==> src/rtl/alu_arbiter_if.sv <==
// Bundle of the two requester channels, the shared ALU port and the response channels.
// The arbiter uses the slave modport; the requesters and the ALU sit on the master side.
interface alu_arbiter_if;
   localparam int unsigned DATA_W = 32;
   localparam int unsigned CTR_W  = 3;

   logic              req0_valid;
   logic              req0_ready;
   logic [DATA_W-1:0] req0_a;
   logic [DATA_W-1:0] req0_b;
   logic [CTR_W-1:0]  req0_ctr;
   logic              req1_valid;
   logic              req1_ready;
   logic [DATA_W-1:0] req1_a;
   logic [DATA_W-1:0] req1_b;
   logic [CTR_W-1:0]  req1_ctr;

   logic [DATA_W-1:0] alu_a;
   logic [DATA_W-1:0] alu_b;
   logic [CTR_W-1:0]  alu_ctr;
   logic [DATA_W-1:0] alu_result;
   logic              alu_zero;

   logic              rsp0_valid;
   logic              rsp0_ready;
   logic [DATA_W-1:0] rsp0_result;
   logic              rsp0_zero;
   logic              rsp1_valid;
   logic              rsp1_ready;
   logic [DATA_W-1:0] rsp1_result;
   logic              rsp1_zero;

   logic              busy;

   modport slave (
      input  req0_valid, req0_a, req0_b, req0_ctr,
      input  req1_valid, req1_a, req1_b, req1_ctr,
      output req0_ready, req1_ready,
      output alu_a, alu_b, alu_ctr,
      input  alu_result, alu_zero,
      output rsp0_valid, rsp0_result, rsp0_zero,
      output rsp1_valid, rsp1_result, rsp1_zero,
      input  rsp0_ready, rsp1_ready,
      output busy
   );

   modport master (
      output req0_valid, req0_a, req0_b, req0_ctr,
      output req1_valid, req1_a, req1_b, req1_ctr,
      input  req0_ready, req1_ready,
      input  alu_a, alu_b, alu_ctr,
      output alu_result, alu_zero,
      input  rsp0_valid, rsp0_result, rsp0_zero,
      input  rsp1_valid, rsp1_result, rsp1_zero,
      output rsp0_ready, rsp1_ready,
      input  busy
   );
endinterface

==> src/rtl/alu_arbiter.sv <==
// Two-requester arbiter in front of one shared combinational ALU: IDLE -> EXEC -> RESP.
// Define ALU_ARB_ROUND_ROBIN_EN for round-robin on contention; otherwise requester 0 has fixed priority.
module alu_arbiter (
   input logic          clock,
   input logic          reset_n,
   alu_arbiter_if.slave bus
);
   localparam int unsigned DATA_W = 32;
   localparam int unsigned CTR_W  = 3;

   typedef enum logic [1:0] {
      S_IDLE = 2'd0,
      S_EXEC = 2'd1,
      S_RESP = 2'd2
   } state_t;

   state_t            r_state;
   state_t            w_state_nxt;
   logic              w_grant0;
   logic              w_grant1;
   logic              w_accept;
   logic              w_owner_ready;

   logic [DATA_W-1:0] r_a;
   logic [DATA_W-1:0] r_b;
   logic [CTR_W-1:0]  r_ctr;
   logic              r_owner;
   logic              r_rsp0_valid;
   logic              r_rsp1_valid;
   logic [DATA_W-1:0] r_rsp0_result;
   logic [DATA_W-1:0] r_rsp1_result;
   logic              r_rsp0_zero;
   logic              r_rsp1_zero;
   logic              r_busy;
`ifdef ALU_ARB_ROUND_ROBIN_EN
   logic              r_last;
`endif

   // State register
   always_ff @(posedge clock or negedge reset_n) begin
      if (!reset_n) r_state <= S_IDLE;
      else          r_state <= w_state_nxt;
   end

   // Grant selection and next-state
   always_comb begin
      w_state_nxt   = r_state;
      w_grant0      = 1'b0;
      w_grant1      = 1'b0;
      w_accept      = 1'b0;
      w_owner_ready = r_owner ? bus.rsp1_ready : bus.rsp0_ready;
      case (r_state)
         S_IDLE: begin
`ifdef ALU_ARB_ROUND_ROBIN_EN
            if (bus.req0_valid && bus.req1_valid) begin
               w_grant0 = r_last;
               w_grant1 = ~r_last;
            end else begin
               w_grant0 = bus.req0_valid;
               w_grant1 = bus.req1_valid;
            end
`else
            w_grant0 = bus.req0_valid;
            w_grant1 = bus.req1_valid & ~bus.req0_valid;
`endif
            w_accept = w_grant0 | w_grant1;
            if (w_accept) w_state_nxt = S_EXEC;
         end
         S_EXEC:  w_state_nxt = S_RESP;
         S_RESP:  if (w_owner_ready) w_state_nxt = S_IDLE;
         default: w_state_nxt = S_IDLE;
      endcase
   end

   // Operand capture, result capture and response handshake
   always_ff @(posedge clock or negedge reset_n) begin
      if (!reset_n) begin
         r_a           <= '0;
         r_b           <= '0;
         r_ctr         <= '0;
         r_owner       <= 1'b0;
         r_rsp0_valid  <= 1'b0;
         r_rsp1_valid  <= 1'b0;
         r_rsp0_result <= '0;
         r_rsp1_result <= '0;
         r_rsp0_zero   <= 1'b0;
         r_rsp1_zero   <= 1'b0;
         r_busy        <= 1'b0;
`ifdef ALU_ARB_ROUND_ROBIN_EN
         r_last        <= 1'b1;
`endif
      end else begin
         if (w_accept) begin
            r_a     <= w_grant1 ? bus.req1_a   : bus.req0_a;
            r_b     <= w_grant1 ? bus.req1_b   : bus.req0_b;
            r_ctr   <= w_grant1 ? bus.req1_ctr : bus.req0_ctr;
            r_owner <= w_grant1;
            r_busy  <= 1'b1;
`ifdef ALU_ARB_ROUND_ROBIN_EN
            r_last  <= w_grant1;
`endif
         end
         if (r_state == S_EXEC) begin
            if (r_owner) begin
               r_rsp1_result <= bus.alu_result;
               r_rsp1_zero   <= bus.alu_zero;
               r_rsp1_valid  <= 1'b1;
            end else begin
               r_rsp0_result <= bus.alu_result;
               r_rsp0_zero   <= bus.alu_zero;
               r_rsp0_valid  <= 1'b1;
            end
         end
         if ((r_state == S_RESP) && w_owner_ready) begin
            r_rsp0_valid <= 1'b0;
            r_rsp1_valid <= 1'b0;
            r_busy       <= 1'b0;
         end
      end
   end

   // Ready is a same-cycle grant; everything else comes straight from registers
   assign bus.req0_ready  = w_grant0;
   assign bus.req1_ready  = w_grant1;
   assign bus.alu_a       = r_a;
   assign bus.alu_b       = r_b;
   assign bus.alu_ctr     = r_ctr;
   assign bus.rsp0_valid  = r_rsp0_valid;
   assign bus.rsp1_valid  = r_rsp1_valid;
   assign bus.rsp0_result = r_rsp0_result;
   assign bus.rsp1_result = r_rsp1_result;
   assign bus.rsp0_zero   = r_rsp0_zero;
   assign bus.rsp1_zero   = r_rsp1_zero;
   assign bus.busy        = r_busy;
endmodule

==> src/flat_wrapper.sv <==
// flat-port wrapper written by rule: the top's interface ports become plain ports
module alu_arbiter_flat 
  (clock, reset_n, bus_req0_valid, bus_req0_a, bus_req0_b, bus_req0_ctr, bus_req1_valid, bus_req1_a, bus_req1_b, bus_req1_ctr, bus_req0_ready, bus_req1_ready, bus_alu_a, bus_alu_b, bus_alu_ctr, bus_alu_result, bus_alu_zero, bus_rsp0_valid, bus_rsp0_result, bus_rsp0_zero, bus_rsp1_valid, bus_rsp1_result, bus_rsp1_zero, bus_rsp0_ready, bus_rsp1_ready, bus_busy);
  alu_arbiter_if bus_i ();
  input logic clock;
  input logic reset_n;
  input wire logic [$bits(bus_i.req0_valid)-1:0] bus_req0_valid;
  input wire logic [$bits(bus_i.req0_a)-1:0] bus_req0_a;
  input wire logic [$bits(bus_i.req0_b)-1:0] bus_req0_b;
  input wire logic [$bits(bus_i.req0_ctr)-1:0] bus_req0_ctr;
  input wire logic [$bits(bus_i.req1_valid)-1:0] bus_req1_valid;
  input wire logic [$bits(bus_i.req1_a)-1:0] bus_req1_a;
  input wire logic [$bits(bus_i.req1_b)-1:0] bus_req1_b;
  input wire logic [$bits(bus_i.req1_ctr)-1:0] bus_req1_ctr;
  output wire logic [$bits(bus_i.req0_ready)-1:0] bus_req0_ready;
  output wire logic [$bits(bus_i.req1_ready)-1:0] bus_req1_ready;
  output wire logic [$bits(bus_i.alu_a)-1:0] bus_alu_a;
  output wire logic [$bits(bus_i.alu_b)-1:0] bus_alu_b;
  output wire logic [$bits(bus_i.alu_ctr)-1:0] bus_alu_ctr;
  input wire logic [$bits(bus_i.alu_result)-1:0] bus_alu_result;
  input wire logic [$bits(bus_i.alu_zero)-1:0] bus_alu_zero;
  output wire logic [$bits(bus_i.rsp0_valid)-1:0] bus_rsp0_valid;
  output wire logic [$bits(bus_i.rsp0_result)-1:0] bus_rsp0_result;
  output wire logic [$bits(bus_i.rsp0_zero)-1:0] bus_rsp0_zero;
  output wire logic [$bits(bus_i.rsp1_valid)-1:0] bus_rsp1_valid;
  output wire logic [$bits(bus_i.rsp1_result)-1:0] bus_rsp1_result;
  output wire logic [$bits(bus_i.rsp1_zero)-1:0] bus_rsp1_zero;
  input wire logic [$bits(bus_i.rsp0_ready)-1:0] bus_rsp0_ready;
  input wire logic [$bits(bus_i.rsp1_ready)-1:0] bus_rsp1_ready;
  output wire logic [$bits(bus_i.busy)-1:0] bus_busy;
  assign bus_i.req0_valid = bus_req0_valid;
  assign bus_i.req0_a = bus_req0_a;
  assign bus_i.req0_b = bus_req0_b;
  assign bus_i.req0_ctr = bus_req0_ctr;
  assign bus_i.req1_valid = bus_req1_valid;
  assign bus_i.req1_a = bus_req1_a;
  assign bus_i.req1_b = bus_req1_b;
  assign bus_i.req1_ctr = bus_req1_ctr;
  assign bus_req0_ready = bus_i.req0_ready;
  assign bus_req1_ready = bus_i.req1_ready;
  assign bus_alu_a = bus_i.alu_a;
  assign bus_alu_b = bus_i.alu_b;
  assign bus_alu_ctr = bus_i.alu_ctr;
  assign bus_i.alu_result = bus_alu_result;
  assign bus_i.alu_zero = bus_alu_zero;
  assign bus_rsp0_valid = bus_i.rsp0_valid;
  assign bus_rsp0_result = bus_i.rsp0_result;
  assign bus_rsp0_zero = bus_i.rsp0_zero;
  assign bus_rsp1_valid = bus_i.rsp1_valid;
  assign bus_rsp1_result = bus_i.rsp1_result;
  assign bus_rsp1_zero = bus_i.rsp1_zero;
  assign bus_i.rsp0_ready = bus_rsp0_ready;
  assign bus_i.rsp1_ready = bus_rsp1_ready;
  assign bus_busy = bus_i.busy;
  alu_arbiter u_core (.clock(clock), .reset_n(reset_n), .bus(bus_i));
endmodule
==> config.mk <==
export PLATFORM = sky130hd
export DESIGN_NAME = alu_arbiter_flat
export DESIGN_NICKNAME = d
export VERILOG_FILES = /design/src/rtl/alu_arbiter_if.sv /design/src/rtl/alu_arbiter.sv /design/src/flat_wrapper.sv
export SDC_FILE = /design/constraint.sdc
export NUM_CORES = 1
export LEC_CHECK = 0
export ABC_AREA = 1
export CAP_MARGIN = 20
export CORE_MARGIN = 2
export CORE_UTILIZATION = 44
export DETAILED_ROUTE_END_ITERATION = 10
export HOLD_SLACK_MARGIN = 0.08
export PLACE_DENSITY = 0.92
export SLEW_MARGIN = 25
export SYNTH_ARGS = -nofsm -noshare
export SYNTH_HDL_FRONTEND = slang
export SYNTH_SLANG_ARGS = --single-unit
==> constraint.sdc <==
create_clock -name clock -period 3.6 [get_ports clock]
set_clock_uncertainty 0.05 [all_clocks]
set_input_delay 0.72 -clock clock [delete_from_list [all_inputs] [get_ports clock]]
set_output_delay 0.72 -clock clock [all_outputs]
set_load 0.05 [all_outputs]
# After elaboration in Yosys (flattened, before gate mapping)

Cells that the tools add are included.

Bits in latches: 0
Output and inout bits: 138
RAM bits: 0
Logic and storage cells: 49
Memories: 0
Bits in registers: 139
Bits of input ports: 173
Bits in read-only memories: 0

Add/subtract/negate cells: 0
Order comparisons: 0
Multipliers: 0
Equal/unequal tests: 5
Bitwise operators: 4
Divide/modulo/power cells: 0
Shift-type cells: 0
Reduce and logical (&&, ||, !) cells: 10
Mux-type cells: 18

Operators with widths:

| cell                                                                    | number |
|---|---|
| 32-bit 2-to-1 mux                                                       | 2 |
| 1-bit 2-to-1 mux                                                        | 12 |
| 2-bit AND reduction                                                     | 5 |
| 2-bit one-hot mux with 3 select lines                                   | 1 |
| 2-bit nonzero test                                                      | 3 |
| 2-bit 2-to-1 mux                                                        | 2 |
| 2-bit by 1-bit inequality test with 1-bit output, second input constant | 2 |
| 3-bit 2-to-1 mux                                                        | 1 |
| 2-bit by 1-bit equality test with 1-bit output, second input constant   | 1 |
| 2-bit equality test, second input constant                              | 1 |
| 2-bit logical NOT                                                       | 1 |
| 2-bit inequality test, second input constant                            | 1 |
| 1-bit NOT                                                               | 2 |
| 1-bit bitwise AND                                                       | 1 |
| 1-bit logical AND                                                       | 1 |
| 1-bit OR                                                                | 1 |

# Longest topological paths before layout

Gate-level depths: netlist (run 1).

Depth in word-level cells: 6
Depth in mapped cells: 8
Gate-level depth less buffers: 6

# Worst setup path after synthesis (run 1)

No wires, ideal clock.

Kind: input -> output
Start: input bus_req1_valid
End: output bus_req1_ready
Path buffers: 2
Stages: 6
Slack: 1.190 ns
Data required time: 2.830 ns
Data arrival time: 1.640 ns
Cells stage by stage: inv_1 > nor2_1 > nand2_1 > buf_2 > buf_2 > inv_1

Longest elaborated chain between the ends: 2

RTL lines:

| element            | line               | text |
|---|---|---|
| start: declaration | flat_wrapper.sv:11 | `input wire logic [$bits(bus_i.req1_valid)-1:0] bus_req1_valid;` |
| 1-bit bitwise AND  | alu_arbiter.sv:64  | `w_grant1 = bus.req1_valid & ~bus.req0_valid;` |
| 1-bit 2-to-1 mux   | alu_arbiter.sv:52  | `case (r_state)` |
| end: declaration   | flat_wrapper.sv:16 | `output wire logic [$bits(bus_i.req1_ready)-1:0] bus_req1_ready;` |

No other way between the ends.

# Worst setup path after layout (run 1)

Same ends and word-level chain as after synthesis.

==> metrics.cfg, run 1 <==
[setup_path]
r2r_slack_ns = 1.55
cp_cell_sequence = clkdlybuf4s50_1 > inv_1 > nor2_1 > buf_4 > nand2_2 > inv_1 > buf_12
path_common_cell = inv_1
worst-r2r-cell-count = 7
cp.depth = 7
max_stage_delay_ns = 0.49
worst-path-buf-inv = 5
startpoint_type = input pin
path_class = input pin to primary output
worstPathMaxFanout = 12
worstSetupEndpointType = primary output
arrival_ns = 1.89
crit_slowest_cell = clkdlybuf4s50_1
reg2reg_from = u_core.r_state[1]
path_delay_family = buffers and inverters
required_ns = 2.83
reg2reg_to = u_core.bus.rsp0_result[10]

[logic_synthesis]
yosysWarnings = 0
syn_area_per_cell_um2 = 7.53
yosysSeqAreaShare = 0.546
synth_nets = 1020
syn_area_um2 = 6380
netlist_instances = 847
synth_cell_types = 13
synth_seq_cells = 139

[power]
power.leakage_uw = 0.00555
power_frac_seq = 0.261
p_switching_uw = 5170
internal_power_uw = 5200
irDropWorstVdd_mv = 0.552
combPwrFrac = 0.570
power_density_nw_per_um2 = 1010
pwr-share-clk = 0.169
total_power_uw = 10400
switching_share = 0.499

[global_route]
grt_antenna_before_repair = 0
overflow = 0
first_global_vias = 6321
grt_use_total = 0.249
grt_max_degree = 78
grt_pass1_wl_um = 31000

[floorplanning]
dieArea_um2 = 15500
initial_core_util = 0.454
core_area_um2 = 14000
die_y_um = 124
rows = 43
ioPinCount = 311
die_w_um = 124

[clock_tree]
clk_pin_slew_ns = 0.06
clockBufferDepth = 2
tritoncts = done
cts_resized = 0
htree_num_levels = 4
clock_sinks = 139
insertion_delay_ns = 0.41
ctsRootBufferMaster = clkbuf_16
numCtsBuffers = 17

[sta]
max_slew_margin = 0.330
rsz0062_at_grt = false
finalSetupViolCount = 0
worst_pin_slew_ns = 1.00
max_freq_ghz = 0.376
period_minus_slack_ns = 2.66
post-route-period-util = 0.739
final.setup.tns_ns = 0
drv_slew = 0
hold_violations = 0

[hold_path]
min_to = u_core.bus.alu_b[10]
hold_path.class = flip-flop to flip-flop
min_path_cells = 2
hp-start = u_core.bus.alu_b[10]

[cells_and_area]
num-nets-final = 1318
fin_cells = 1338
mostFrequentLayoutCell = nand2_1
diodes = 0
drive_gt1_frac = 0.0440
final_cell_mix = nand2_1, clkdlybuf4s50_1, inv_1, dfrtp_1, nand3_1
num-fill-cells = 946
synthToLayoutAreaGrowth_pct = 60.7

[detailed_routing]
routed_wl_um = 19200
dr.pass1.iters = 7
via_count = 6405
wl_per_cell_um = 14.3
viasPerCell = 4.79
antenna_left = 0
route.detailed.drc = 0
drt-initial-drc-count = 374

[placed_design]
numPortBuffers = 310
dp.cells = 1305
place_congestion = 0.835
dp_hpwl_um = 14100

[flow_run]
drv_cap = 0

[outcome]
status = finished clean

## timing repair
action / 4_1_cts / 5_1_grt
hold buffers: 1 / 0
buffers inserted: 0 / 0
endpoints found under the hold margin: 9 / 0
## power by group through the flow
stage               combinational (uW)  sequential [uW]  clock (uW)
finish                            5910             2710        1750
global placement                  5800             2680           0
CTS                               5940             2710        1780
global route                      6240             2790        1850
floorplan                         1350             5130           0
detailed placement                5910             2710           0
## sequential cells by signal, summed over array words and instances (netlist names), 2 cells and up
signal	count
u_core.bus.rsp0_result	32
u_core.bus.rsp1_result	32
u_core.r_state	2
u_core.bus.alu_a	32
u_core.bus.alu_b	32
u_core.bus.alu_ctr	3
## worst max path at each step
stage,slack [ns],to,from
final,0.94,bus_req1_ready,bus_req1_valid
after global routing,0.87,bus_req1_ready,bus_req1_valid
after CTS,0.94,bus_req1_ready,bus_req1_valid
after detailed placement,0.95,bus_req1_ready,bus_req1_valid
after global placement,0.98,bus_req1_ready,bus_req1_valid
after floorplan,1.19,bus_req1_ready,bus_req1_valid
## routing by layer
layer / up-vias / track usage / routed length (um)
met1: 2937 / 0.286 / 7390
li1: 3094 / - / -
met5: - / 0 / 0
met3: 59 / 0.0692 / 1500
met2: 315 / 0.424 / 9440
met4: 0 / 0.131 / 872
## worst register-to-register path, cell delays in order (launching register included)
cell	delay, ns
dfrtp_1	0.38
inv_1	0.07
nand2_1	0.09
nor2_1	0.07
inv_1	0.70
buf_4	0.42
nand2_1	0.09
o21ai_0	0.09
## synth_stat cells
master | count | area share
a21oi_1 | 1 | 0.00078
buf_4 | 4 | 0.0047
nand3_1 | 79 | 0.062
o21ai_0 | 68 | 0.053
nor2_1 | 4 | 0.0024
buf_2 | 22 | 0.017
nor2_4 | 1 | 0.0018
nand2_2 | 2 | 0.0020
dfrtp_1 | 139 | 0.55
clkbuf_1 | 17 | 0.010
inv_1 | 176 | 0.10
inv_2 | 1 | 0.00059
nand2_1 | 333 | 0.20
## kinds of logic (layout without fill, tap and decap cells)
kind of cell           Yosys count  count (layout)  share of synthesized area
and+or+nand+nor                419             419                      0.264
buffers and inverters          220             531                      0.136
DFF                            139             139                      0.546
AOI/OAI and AO/OA               69              69                     0.0542
## final cells by class
class	count	area (um2)	area share
clock buffers	18	439	0.0429
clock inverters	14	165	0.0161
inverters	177	664	0.0648
multi-input cells	488	2030	0.198
flip-flops and latches	139	3480	0.339
well taps	180	225	0.0220
repair buffers	322	3240	0.316
## stage by stage
stage,setup WS [ns],hold WS [ns],utilization,instance area (um2)
after floorplan,1.19,0.374,-,6380
after global placement,0.983,0.407,0.686,9630
after detailed placement,0.946,0.415,0.686,9630
after CTS,0.943,0.430,0.730,10200
after global routing,0.868,0.448,0.730,10200
final,0.941,0.426,0.730,10200
(Power assumes the default switching activity.)
==> run 2: changes to the inputs <==
--- a/config.mk
+++ b/config.mk
@@ -8,10 +8,10 @@
 export ABC_AREA = 1
 export CAP_MARGIN = 20
 export CORE_MARGIN = 2
-export CORE_UTILIZATION = 44
+export CORE_UTILIZATION = 41
 export DETAILED_ROUTE_END_ITERATION = 10
 export HOLD_SLACK_MARGIN = 0.08
-export PLACE_DENSITY = 0.92
+export PLACE_DENSITY = 0.87
 export SLEW_MARGIN = 25
 export SYNTH_ARGS = -nofsm -noshare
 export SYNTH_HDL_FRONTEND = slang
==> constraint.sdc (replaced) <==
create_clock -name clock -period 2.6 [get_ports clock]
set_clock_uncertainty 0.05 [all_clocks]
set_input_delay 0.52 -clock clock [delete_from_list [all_inputs] [get_ports clock]]
set_output_delay 0.52 -clock clock [all_outputs]
set_load 0.05 [all_outputs]
==> metrics.cfg, run 2 (synthesized netlist as in run 1, its figures left out) <==
[floorplanning]
dieArea_um2 = 16600
core_area_um2 = 15200
die_y_um = 129
die_w_um = 129
ioPinCount = 311
initial_core_util = 0.419
rows = 45

[power]
total_power_uw = 14300
power.leakage_uw = 0.00555
irDropWorstVdd_mv = 0.857
power_density_nw_per_um2 = 1390

[sta]
period_minus_slack_ns = 2.26
hold_violations = 0
max_slew_margin = 0.570
final.setup.tns_ns = 0
fin_ws_ns = 0.339
post-route-period-util = 0.870
worst_pin_slew_ns = 0.645
rsz0062_at_grt = false
max_freq_ghz = 0.442
finalSetupViolCount = 0
drv_slew = 0

[setup_path]
worstSetupEndpointType = primary output
arrival_ns = 1.69
required_ns = 2.03
path_class = input pin to primary output
startpoint_type = input pin
worstPathMaxFanout = 2

[cells_and_area]
num-fill-cells = 1238
mostFrequentLayoutCell = nand2_1
diodes = 0
final_util = 0.676
drive_gt1_frac = 0.0448
final_cell_mix = nand2_1, clkdlybuf4s50_1, inv_1, dfrtp_1, nand3_1
synthToLayoutAreaGrowth_pct = 61.1
fin_cells = 1348
num-nets-final = 1320

[global_route]
grt_antenna_before_repair = 0
first_global_vias = 6240
grt_max_degree = 68
overflow = 0
grt_use_total = 0.236
grt_pass1_wl_um = 30600

[flow_run]
drv_cap = 0

[clock_tree]
htree_num_levels = 4
clk_pin_slew_ns = 0.06
ctsRootBufferMaster = clkbuf_16
insertion_delay_ns = 0.41
tritoncts = done
numCtsBuffers = 17
clock_sinks = 139
cts_resized = 0
clockBufferDepth = 2

[detailed_routing]
drt-initial-drc-count = 356
via_count = 6275
route.detailed.drc = 0
wl_per_cell_um = 14.2
antenna_left = 0
dr.pass1.iters = 5
routed_wl_um = 19100
viasPerCell = 4.66

[placed_design]
place_congestion = 0.810
numPortBuffers = 310
dp_slack_ns = 0.346
dp_hpwl_um = 13500
dp.cells = 1315

[outcome]
status = finished clean

[hold_path]
hold_path.class = flip-flop to flip-flop

[run 2: changes by cell type in the layout (fill, tap and decap cells not counted), moves of 2 or more]
cell / before / now
clkinv_1: 0 / 2
clkinv_4: 7 / 1
clkinvlp_4: 1 / 5
inv_1: 176 / 174
inv_6: 1 / 3
inv_8: 2 / 0
[run 2: cell type report]
cell class,count,area [um2],area share
Multi-Input combinational cell,488,2030,0.198
Clock inverter,12,138,0.0134
Timing Repair Buffer,324,3270,0.318
Tap cell,188,235,0.0229
Clock buffer,20,457,0.0445
Sequential cell,139,3480,0.339
Inverter,177,664,0.0647
[run 2: timing repair]
item,CTS,global route
hold endpoints to repair,1,0
hold buffers,1,0
buffers inserted,0,0
[run 2: where the power goes]
part           switching [uW]  internal [uW]
clock network             956           1470
registers                 569           3180
logic                    5590           2550
[run 2: worst paths after layout]
| kind | from | endpoint | slack [ns] | cells past startpoint |
|---|---|---|---|---|
| setup / recovery | bus_req1_valid | bus_req1_ready | 0.34 | 6 |
| setup reg to reg | u_core.r_state[0] | u_core.bus.alu_a[1] | 0.79 | 6 |
| hold / removal | u_core.bus.alu_ctr[2] | u_core.bus.alu_ctr[2] | 0.43 | 2 |
| hold reg to reg | u_core.bus.alu_ctr[2] | u_core.bus.alu_ctr[2] | 0.43 | 2 |
| max in group asynchronous | reset_n | u_core.bus.rsp1_result[23] | 1.16 | 3 |
| min in group asynchronous | reset_n | u_core.bus.rsp1_result[11] | 0.64 | 2 |
[run 2: per-layer routing]
metal / share of wire / global-route usage / vias up / routed length, um
li1: - / - / 3098 / -
met1: 0.40 / 0.281 / 2874 / 7690
met2: 0.48 / 0.401 / 261 / 9250
met3: 0.085 / 0.0769 / 42 / 1630
met4: 0.027 / 0.0863 / 0 / 515
met5: 0 / 0 / - / 0
[run 2: worst max-delay path, stage by stage]
cell and delay, ns:
clkdlybuf4s50_1 0.50, inv_1 0.06, nor2_1 0.22, nand2_2 0.12
inv_1 0.12, buf_12 0.14
[run 2: per-stage QoR]
step / hold slack, ns / instance area, um2
2_1_floorplan: 0.174 / 6380
3_3_place_gp: 0.409 / 9670
3_5_place_dp: 0.414 / 9670
4_1_cts: 0.430 / 10300
5_1_grt: 0.450 / 10300
6_report: 0.426 / 10300
==> run 3: changes to the inputs <==
--- a/config.mk
+++ b/config.mk
@@ -12,7 +12,7 @@
 export DETAILED_ROUTE_END_ITERATION = 10
 export HOLD_SLACK_MARGIN = 0.08
 export PLACE_DENSITY = 0.87
-export SLEW_MARGIN = 25
+export SLEW_MARGIN = 20
 export SYNTH_ARGS = -nofsm -noshare
 export SYNTH_HDL_FRONTEND = slang
 export SYNTH_SLANG_ARGS = --single-unit
==> constraint.sdc (replaced) <==
create_clock -name clock -period 2.2 [get_ports clock]
set_clock_uncertainty 0.05 [all_clocks]
set_input_delay 0.44 -clock clock [delete_from_list [all_inputs] [get_ports clock]]
set_output_delay 0.44 -clock clock [all_outputs]
set_load 0.05 [all_outputs]
==> metrics.cfg, run 3 (synthesized netlist as in run 1, its figures left out) <==
[global_route]
grt_max_degree = 67
overflow = 0
grt_use_total = 0.235
grt_antenna_before_repair = 0
grt_pass1_wl_um = 30100
first_global_vias = 6186

[hold_path]
min_path_cells = 2
hp-start = u_core.bus.alu_a[7]
min_to = u_core.bus.alu_a[7]
hold_path.class = flip-flop to flip-flop

[cells_and_area]
synthToLayoutAreaGrowth_pct = 62.3
final_cell_mix = nand2_1, clkdlybuf4s50_1, inv_1, dfrtp_1, nand3_1
mostFrequentLayoutCell = nand2_1
num-nets-final = 1325
diodes = 0
drive_gt1_frac = 0.0515
final_util = 0.681

[power]
power.leakage_uw = 0.00560
total_power_uw = 17000
power_density_nw_per_um2 = 1650
irDropWorstVdd_mv = 0.868

[floorplanning]
ioPinCount = 311
core_area_um2 = 15200
rows = 45
initial_core_util = 0.419
die_w_um = 129
die_y_um = 129
dieArea_um2 = 16600

[sta]
fin_ws_ns = 0.0735
finalSetupViolCount = 0
period_minus_slack_ns = 2.13
drv_slew = 0
post-route-period-util = 0.967
max_slew_margin = 0.612
worst_pin_slew_ns = 0.582
max_freq_ghz = 0.470
hold_violations = 0
rsz0062_at_grt = false
final.setup.tns_ns = 0

[setup_path]
reg2reg_to = u_core.bus.rsp1_result[2]
reg2reg_from = u_core.r_state[1]
path_class = flip-flop to primary output
r2r_slack_ns = 0.63
arrival_ns = 1.64
worst-r2r-cell-count = 7
worstPathMaxFanout = 2
max_stage_delay_ns = 0.85
crit_slowest_cell = clkdlybuf4s50_1
path_delay_family = buffers and inverters
cp_cell_sequence = clkdlybuf4s50_1
worst-path-buf-inv = 1
required_ns = 1.71
startpoint_type = flip-flop
worstSetupEndpointType = primary output

[clock_tree]
clock_sinks = 139
htree_num_levels = 4
clk_pin_slew_ns = 0.06
tritoncts = done
numCtsBuffers = 17
ctsRootBufferMaster = clkbuf_16
insertion_delay_ns = 0.43
clockBufferDepth = 2

[placed_design]
dp_slack_ns = 0.238
place_congestion = 0.832
dp_hpwl_um = 13900
numPortBuffers = 310

[outcome]
status = finished clean

[detailed_routing]
wl_per_cell_um = 14.0
drt-initial-drc-count = 354
antenna_left = 0
viasPerCell = 4.65
dr.pass1.iters = 6
routed_wl_um = 19000
route.detailed.drc = 0
via_count = 6286

[flow_run]
drv_cap = 0

==> run 3: changes by cell type in the layout (fill, tap and decap cells not counted), sizes merged <==
| cell | delta |
|---|---|
| clkbuf | -2 |
| clkinvlp | -3 |
| inv | +1 |
| buf | +7 |
| clkinv | +4 |
| clkdlybuf4s50 | -2 |
==> run 3: layer usage <==
layer  up-vias  track usage  wire length (um)
met4         0       0.0914               485
li1       3111            -                 -
met2       255        0.410              9500
met1      2878        0.263              7320
met5         -            0                 0
met3        42       0.0832              1700
==> run 3: worst max path at each step <==
stage                              start              to  depth (start not counted)
floorplan                 bus_req1_valid  bus_req1_ready                          6
global placement          bus_req1_valid  bus_req1_ready                          6
detailed placement        bus_req1_valid  bus_req1_ready                          6
CTS                    u_core.r_state[1]  bus_req0_ready                          4
global route        u_core.bus.alu_b[13]   bus_alu_b[13]                          1
finish              u_core.bus.alu_b[25]   bus_alu_b[25]                          1
==> run 3: per-stage QoR <==
stage	hold slack, ns	instance area (um2)	cells
floorplan	0.0944	6380	847
global placement	0.353	9720	1318
detailed placement	0.354	9720	1318
CTS	0.430	10300	1351
global route	0.445	10300	1353
finish	0.428	10300	1353
==> run 3: repair_timing <==
action / 4_1_cts / 5_1_grt
endpoints found under the setup margin: 1 / 1
setup buffers: 0 / 2
endpoints found under the hold margin: 44 / 0
hold buffers: 1 / 0
cloned: 0 / 0
pin swaps: 1 / 1
gates resized for setup: 0 / 0
==> run 3: report_power, final <==
part	internal [uW]	total, uW	switching (uW)	leakage (uW)
logic	3140	9750	6610	0.00358
clock network	1720	2860	1140	0.000289
registers	3760	4430	670	0.00173
==> run 3: cell type report <==
| class | count | area [um2] |
|---|---|---|
| sequential | 139 | 3480 |
| inverter | 177 | 664 |
| tap | 188 | 235 |
| timing repair buffer | 329 | 3340 |
| multi-input combinational | 488 | 2030 |
| clock inverter | 14 | 161 |
| fill | 1224 | 4850 |
| clock buffer | 18 | 439 |
